$ cat config.mk
export PLATFORM = sky130hd
export DESIGN_NAME = pe_result_drain_flat
export DESIGN_NICKNAME = d
export VERILOG_FILES = /design/src/rtl/pe_pkg.sv /design/src/rtl/pe_result_drain_if.sv /design/src/rtl/pe_result_drain.sv /design/src/flat_wrapper.sv
export SDC_FILE = /design/constraint.sdc
export NUM_CORES = 1
export LEC_CHECK = 0
export CAP_MARGIN = 20
export CORE_UTILIZATION = 45
export DETAILED_ROUTE_END_ITERATION = 16
export PLACE_DENSITY = 0.8
export SYNTH_ARGS = -nofsm -noshare
export SYNTH_HDL_FRONTEND = slang
export SYNTH_SLANG_ARGS = --single-unit
$ cat constraint.sdc
create_clock -name clk -period 2.5 [get_ports clk]
set_clock_uncertainty 0.1 [all_clocks]
set_input_delay 0.5 -clock clk [delete_from_list [all_inputs] [get_ports clk]]
set_output_delay 0.5 -clock clk [all_outputs]
set_load 0.1 [all_outputs]
$ cat src/rtl/pe_pkg.sv
// Shared PE definitions: result width default, drain FSM states and frame sizing.
package pe_pkg;

  localparam int unsigned PE_OUTPUT_WIDTH = 32;

  typedef enum logic [1:0] {
    IDLE = 2'd0,
    SEND = 2'd1,
    DONE = 2'd2
  } drain_state_e;

  function automatic int unsigned pe_drain_bytes(input int unsigned m,
                                                 input int unsigned n,
                                                 input int unsigned width);
    return (m * n * width) / 8;
  endfunction

endpackage

$ cat src/rtl/pe_result_drain_if.sv
// Byte-wide valid/ready stream from the result drain to the output pins.
interface pe_result_drain_if;
  logic [7:0] out_data;
  logic       out_valid;
  logic       out_last;
  logic       out_ready;

  modport master (
    output out_data,
    output out_valid,
    output out_last,
    input  out_ready
  );

  modport slave (
    input  out_data,
    input  out_valid,
    input  out_last,
    output out_ready
  );
endinterface

$ cat src/rtl/pe_result_drain.sv
// Snapshots the PE array results on capture and streams them out one byte per handshake,
// words in ascending index, most significant byte first.
module pe_result_drain
  import pe_pkg::*;
#(
  parameter int unsigned M            = 2,
  parameter int unsigned N            = 2,
  parameter int unsigned OUTPUT_WIDTH = PE_OUTPUT_WIDTH
) (
  input  logic                         clk,
  input  logic                         rst_n,
  input  logic [M*N*OUTPUT_WIDTH-1:0]  data_in,
  input  logic                         capture,
  pe_result_drain_if.master            out_bus,
  output logic                         busy,
  output logic                         frame_done
);

  localparam int unsigned TOTAL_BITS = M * N * OUTPUT_WIDTH;
  localparam int unsigned BYTES      = pe_drain_bytes(M, N, OUTPUT_WIDTH);
  localparam int unsigned BPW        = OUTPUT_WIDTH / 8;
  localparam int unsigned CW         = (BYTES > 1) ? $clog2(BYTES) : 1;
  localparam int unsigned OFF_W      = $clog2(TOTAL_BITS);

  drain_state_e          r_state;
  drain_state_e          w_next_state;
  logic [TOTAL_BITS-1:0] r_snap;
  logic [CW-1:0]         r_cnt;
  logic                  w_hs;
  logic                  w_last_byte;
  logic [31:0]           w_byte_pos;
  logic [OFF_W-1:0]      w_off;

  assign w_hs        = (r_state == SEND) && out_bus.out_ready;
  assign w_last_byte = (r_cnt == CW'(BYTES - 1));

  // Stream byte b lives in word b/BPW; bytes within a word go out MSB first.
  assign w_byte_pos = (32'(r_cnt) / BPW) * BPW + (BPW - 1) - (32'(r_cnt) % BPW);
  assign w_off      = OFF_W'(w_byte_pos * 32'd8);

  always_ff @(posedge clk or negedge rst_n) begin
    if (!rst_n) begin
      r_state <= IDLE;
    end else begin
      r_state <= w_next_state;
    end
  end

  always_comb begin
    w_next_state = r_state;
    unique case (r_state)
      IDLE:    if (capture) w_next_state = SEND;
      SEND:    if (w_hs && w_last_byte) w_next_state = DONE;
      DONE:    w_next_state = IDLE;
      default: w_next_state = IDLE;
    endcase
  end

  always_ff @(posedge clk or negedge rst_n) begin
    if (!rst_n) begin
      r_snap <= '0;
      r_cnt  <= '0;
    end else if ((r_state == IDLE) && capture) begin
      r_snap <= data_in;
      r_cnt  <= '0;
    end else if (w_hs && !w_last_byte) begin
      r_cnt  <= r_cnt + CW'(1);
    end
  end

  always_comb begin
    out_bus.out_valid = 1'b0;
    out_bus.out_data  = '0;
    out_bus.out_last  = 1'b0;
    busy              = 1'b0;
    frame_done        = 1'b0;
    unique case (r_state)
      SEND: begin
        out_bus.out_valid = 1'b1;
        out_bus.out_data  = r_snap[w_off +: 8];
        out_bus.out_last  = w_last_byte;
        busy              = 1'b1;
      end
      DONE: begin
        busy       = 1'b1;
        frame_done = 1'b1;
      end
      default: ;
    endcase
  end

endmodule

$ cat src/flat_wrapper.sv
// flat-port wrapper written by rule: the top's interface ports become plain ports
module pe_result_drain_flat import pe_pkg::*;
#(
  parameter int unsigned M            = 2,
  parameter int unsigned N            = 2,
  parameter int unsigned OUTPUT_WIDTH = PE_OUTPUT_WIDTH
)
  (clk, rst_n, data_in, capture, busy, frame_done, out_bus_out_data, out_bus_out_valid, out_bus_out_last, out_bus_out_ready);
  pe_result_drain_if out_bus_i ();
  input  logic clk;
  input  logic rst_n;
  input  logic [M*N*OUTPUT_WIDTH-1:0] data_in;
  input  logic capture;
  output logic busy;
  output logic frame_done;
  output wire logic [$bits(out_bus_i.out_data)-1:0] out_bus_out_data;
  output wire logic [$bits(out_bus_i.out_valid)-1:0] out_bus_out_valid;
  output wire logic [$bits(out_bus_i.out_last)-1:0] out_bus_out_last;
  input wire logic [$bits(out_bus_i.out_ready)-1:0] out_bus_out_ready;
  assign out_bus_out_data = out_bus_i.out_data;
  assign out_bus_out_valid = out_bus_i.out_valid;
  assign out_bus_out_last = out_bus_i.out_last;
  assign out_bus_i.out_ready = out_bus_out_ready;
  pe_result_drain #(.M(M), .N(N), .OUTPUT_WIDTH(OUTPUT_WIDTH)) u_core (.clk(clk), .rst_n(rst_n), .data_in(data_in), .capture(capture), .out_bus(out_bus_i), .busy(busy), .frame_done(frame_done));
endmodule
==> results of run 1 <==
per-layer routing:
layer	up-vias	GRT usage, %
met5	-	0
met4	0	8.56
met3	19	4.58
met2	127	35.4
met1	2090	31.0
li1	1792	-
per-stage QoR:
stage	util (%)	power, W	setup WS (ns)
final	65.5	0.0118	-0.174
after detailed placement	59.5	0.00876	0.167
after floorplan	-	0.00732	0.00191
after global placement	59.5	0.00858	0.183
after CTS	65.3	0.0118	-0.184
after global routing	65.5	0.0123	-0.219
power groups by stage:
stage	Sequential (W)	Combinational (W)	Clock, W
3_3_place_gp	0.00393	0.00465	0
4_1_cts	0.00397	0.00520	0.00259
2_1_floorplan	0.00365	0.00367	0
3_5_place_dp	0.00395	0.00481	0
5_1_grt	0.00411	0.00551	0.00269
6_report	0.00400	0.00522	0.00255
cell usage after synthesis (all sizes together):
master	number
mux4	23
clkbuf	1
nand2b	1
o21ai	17
nor2b	1
and2	3
mux2i	24
nand2	4
buf	28
ha	6
nor2	5
nand3	1
inv	2
a221oi	8
nor3b	2
nor3	1
xnor2	3
mux2	131
and3	1
a21oi	2
and2b	1
dfrtp	134
a311o	1
layout make-up:
cell class | count | area [um2]
clock buffers | 23 | 488
clock inverters | 9 | 123
fillers | 942 | 4640
inverters | 2 | 7.51
multi-input cells | 235 | 2820
flip-flops and latches | 134 | 3360
well taps | 176 | 220
repair buffers | 162 | 1800
cells by family after synthesis:
| kind of cell | Yosys count |
|---|---|
| muxes | 178 |
| buffers and inverters | 31 |
| xor gates and xnor gates | 3 |
| adders and majority gates | 6 |
| and+or+nand+nor | 20 |
| AOI/OAI and AO/OA | 28 |
| DFF | 134 |
what timing repair did:
action                                 4_1_cts  5_1_grt
pin swaps                                    3        3
hold buffers                                 1        0
setup endpoints to repair                    9        9
cloned                                       1        1
setup buffers                                6        0
endpoints found under the hold margin       52        0
gates resized for setup                     48        7
worst max-delay path by stage:
| stage | to | slack [ns] | cells past startpoint |
|---|---|---|---|
| after detailed placement | out_bus_out_data[4] | 0.17 | 5 |
| after global routing | out_bus_out_data[2] | -0.22 | 5 |
| after floorplan | out_bus_out_data[7] | 0.002 | 6 |
| after CTS | out_bus_out_data[4] | -0.18 | 7 |
| after global placement | out_bus_out_data[3] | 0.18 | 5 |
| final | out_bus_out_data[3] | -0.17 | 5 |
flip-flops by register name, indices dropped and copies added (netlist names):
name            cells
u_core.r_snap     128
u_core.r_cnt        4
u_core.r_state      2
==> metrics.txt, run 1 <==
Worst-Skew Late Latency 0.42 ns; CP Buf/Inv Count 2; violated checks negative setup slack; Synth Area in Adders 1.19%; end of the worst register-to-register path u_core.r_state[0]; worst hold start u_core.r_snap[103]; TritonCTS Buffers 17; Seq/Total Area, Yosys 53.3%; port bufs 143; first-pass GRT wire length 23900 um; Worst Hold Class register to register; first-pass iteration count of the detailed router 4; post-route setup TNS -1.12 ns; post-synthesis mux area share 36.3%; CTS Sinks 134; layout cells sized above 1 45.0%; Tightest Pin Transition 0.532 ns; largest family of logic cells by synthesized area multiplexers; CTS tree done; Sequential Power Share 34.0%; Distinct cells, synth 32; Final Hold Fails 0; Final HPWL DP 10900 um; mapped cell area 0.00629 mm2; CP required 1.90 ns; cell taking the most area after synthesis dfrtp_1; Post-Syn Instances 400; Crit-path slowest cell mux4_2; Ys Warns 0; Net Switching 0.00408 W; number of H-tree levels 4; placed cells 701; P&R area growth vs syn 40.0%; post-synthesis simple-gate area fraction 1.85%; All-Layer GR Usage 22.5%; reg2reg start u_core.r_cnt[0]; Yosys top cell area share 53.3%; GP Congestion 0.807; max_slew headroom 64.5%; Synth Area in Compound Gates 2.84%; Final Instance Count excl. Fillers 741; die area 0.0145 mm2; Vias/cell 5.44; Post-Synth XOR/XNOR Area 0.418%; Pwr Density 1340 mW/mm2; Crit Path Class register to primary output; WL met2 7430 um; maximum clock path buffer count 2; CP Max Fanout 8; cells along the critical path buf_12 -> mux4_2 -> mux2i_2 -> o21ai_2 -> buf_12; setup slack, reg-to-reg 0.47 ns; most frequent cells in the layout mux2_2, dfrtp_1, clkdlybuf4s50_1, mux4_2, mux2i_1; WL per Instance 20.6 um; row cnt 42; final setup vio count 8; Finished Cell Area 0.00881 mm2; syn_nets 538; Ports 144; NumNets Final 690; maxcap violations 0; core box area 0.0135 mm2; Peak VDD IR 655 uV; Comb pwr share 44.4%; fin. max-slew vios 0; Worst path max stage delay 0.54 ns; Die W 120 um; Final Cycle Share 107%; LEAKAGE 3.49 nW; Initial Util 46.8%; DRT antenna net count 0; initial antenna violation count 0; overall routed net length 15300 um; Hold Path Stages 1; # DRC 0; Worst Path Arrival 2.07 ns; crit path from u_core.r_cnt[0]; Most common cell on crit path buf_12; wire length on met3 809 um; Worst Hold Path EP u_core.r_snap[103]; Root Driver clkbuf_16; post-synthesis register bit count 134; most area-consuming cells after synthesis dfrtp_1, mux2_2, mux4_1; Int Power 0.00770 W; WHS 0.402 ns; Die H 120 um; met1 wire length 6720 um; vias in the first global route 4347; R2R depth 8; syn_area_per_cell 15.7 um2; Top Metal Used met4; delay-heaviest family, CP multiplexers; run status finished with violations; crit path launch type register; min setup slack post-route -0.174 ns; ant diodes 0; Via Count 4028; RSZ-0062 raised after global routing yes; clock slew at reported path FFs 0.06 ns; Net Sw Frac 34.6%; clock power share 21.6%; Critical Path End Type primary output; pin count of the biggest net entering global routing 74; post-layout min period 2.67 ns; Post-Place Cell Area 0.00801 mm2; global route total overflow 0; DR iter-0 viols 266; Max Clk Rate 374 MHz
No activity file was read; power rests on OpenSTA's default activity.
==> run 2: changes to the inputs <==
==> constraint.sdc (replaced) <==
create_clock -name clk -period 2.8 [get_ports clk]
set_clock_uncertainty 0.1 [all_clocks]
set_input_delay 0.56 -clock clk [delete_from_list [all_inputs] [get_ports clk]]
set_output_delay 0.56 -clock clk [all_outputs]
set_load 0.1 [all_outputs]
==> metrics.txt, run 2 (synthesis gave the netlist of run 1 again) <==
most frequent cells in the layout mux2_2, dfrtp_1, clkdlybuf4s50_1, mux2i_1, clkbuf_16; overall routed net length 15100 um (-0.71%); Worst Hold Path EP u_core.r_snap[63]; Final Cycle Share 100%; CTS tree done; row cnt 42 (unchanged); final core occ 64.8% (-0.73 points); vias in the first global route 4348 (+0.023%); cells along the critical path buf_4 -> mux2i_1 -> a221oi_2 -> o21ai_0 -> o21ai_2 -> buf_12; worst hold start u_core.r_snap[63]; fin. max-slew vios 0 (unchanged); Die W 120 um (unchanged); Pwr Density 1170 mW/mm2 (-13%); Worst-Skew Late Latency 0.42 ns (about the same); Critical Path End Type primary output; CP required 2.14 ns (+0.24 ns); NumNets Final 691 (+0.14%); clock slew at reported path FFs 0.06 ns (about the same); run status finished with violations; LEAKAGE 3.47 nW (-0.70%); delay-heaviest family, CP compound AO/OA/AOI/OAI gates; Crit-path slowest cell dfrtp_4; WL per Instance 20.4 um (-0.71%); number of H-tree levels 4 (unchanged); Root Driver clkbuf_16; R2R depth 5 (-3); Worst path max stage delay 0.57 ns (+0.03 ns); P&R area growth vs syn 38.5%; CP Buf/Inv Count 2 (unchanged); violated checks negative setup slack; TritonCTS Buffers 17 (unchanged); max_slew headroom 60.0% (-4.5 points); Biggest register u_core.r_snap; setup slack, reg-to-reg 0.79 ns (+0.32 ns); global route total overflow 0 (unchanged); CP Max Fanout 11 (+3); Power Total 0.0102 W (-14%); core box area 0.0135 mm2 (unchanged); Final HPWL DP 10600 um (-2.5%); initial antenna violation count 0 (unchanged); reg2reg start u_core.r_state[0]; # DRC 0 (unchanged); Hold Path Stages 1 (unchanged); maximum clock path buffer count 2 (unchanged); port bufs 143 (unchanged); CTS Sinks 134 (unchanged); Peak VDD IR 527 uV (-19%); maxcap violations 0 (unchanged); GP Congestion 0.769 (-4.7%); Tightest Pin Transition 0.599 ns (+0.0672 ns); ant diodes 0 (unchanged); Via Count 4027 (-0.025%); Finished Cell Area 0.00871 mm2 (-1.1%); first-pass iteration count of the detailed router 4 (unchanged); Post-Place Cell Area 0.00799 mm2 (-0.20%); DR iter-0 viols 216 (-19%); layout cells sized above 1 41.6% (-3.4 points); Final Hold Fails 0 (unchanged); Ports 144 (unchanged); crit path launch type register; final setup vio count 1 (-7); All-Layer GR Usage 22.1% (-0.42 points); end of the worst register-to-register path u_core.r_snap[65]; RSZ-0062 raised after global routing yes; Worst Hold Class register to register; Crit Path Class register to primary output; pin count of the biggest net entering global routing 69 (-6.8%); first-pass GRT wire length 23500 um (-1.7%); fill count 989 (+5.0%); die area 0.0145 mm2 (unchanged); WHS 0.403 ns (+0.00148 ns); Largest regs u_core.r_snap: 128 flops, u_core.r_cnt: 4 flops, u_core.r_state: 2 flops; Initial Util 46.8% (unchanged); Vias/cell 5.43 (about the same); min setup slack post-route -0.00489 ns (+0.169 ns); Max Clk Rate 357 MHz; post-layout min period 2.80 ns; Die H 120 um (unchanged); DRT antenna net count 0 (unchanged); max FFs per register 128 (unchanged); Worst Path Arrival 2.14 ns (+0.07 ns)
## run 2: worst reg2reg max path, delay by kind of cell (launching register included)
kind | cells | cell delay [ns]
flip-flops | 1 | 0.43
AND/OR/NAND/NOR | 1 | 0.36
buffers and inverters | 2 | 0.43
adder cells (fa/ha/maj) | 1 | 0.18
multiplexers | 1 | 0.39
## run 2: how the worst max path moves through the flow
stage	start	end	cells after the start
floorplan	u_core.r_state[1]	out_bus_out_data[6]	5
detailed placement	u_core.r_cnt[2]	out_bus_out_data[2]	5
finish	u_core.r_cnt[2]	out_bus_out_data[3]	6
global placement	u_core.r_cnt[2]	out_bus_out_data[5]	5
CTS	u_core.r_state[1]	out_bus_out_data[6]	7
global route	u_core.r_cnt[2]	out_bus_out_data[3]	6
## run 2: per-layer routing
metal	vias to the layer above	global-route usage (%)	share of wire [%]
li1	1799	-	-
met1	2077	27.1	41
met3	28	5.80	5.3
met4	0	7.72	1.8
met5	-	0	0
met2	123	37.8	52
## run 2: repair_timing
action,in CTS,in global routing
gates cloned,0,2
endpoints found under the hold margin,20,0
gates resized for setup,10,21
endpoints found under the setup margin,9,8
pin swaps,0,1
buffers inserted,1,5
hold buffers,1,0
## run 2: area by class of cell
cell class,count,area (um2),share of cell area (%)
multi-input cells,235,2760,31.6
repair buffers,163,1800,20.7
clock buffers,24,502,5.76
inverters,2,7.51,0.0861
clock inverters,7,68.8,0.790
well taps,176,220,2.53
flip-flops and latches,134,3360,38.5
## run 2: power by group
| group | leakage, nW | switching [W] | internal (W) |
|---|---|---|---|
| registers | 1.58 | 0.000587 | 0.00293 |
| clock network | 0.278 | 0.000815 | 0.00133 |
| logic | 1.61 | 0.00215 | 0.00236 |
| total | 3.47 | 0.00355 | 0.00663 |
## run 2: through the flow
step	TNS [ns]	std cells	worst slack (ns)
floorplan	0	400	0.0116
global placement	0	701	0.340
detailed placement	0	701	0.314
CTS	-0.0854	734	-0.0304
global route	-0.120	741	-0.0636
finish	-0.00489	741	-0.00489
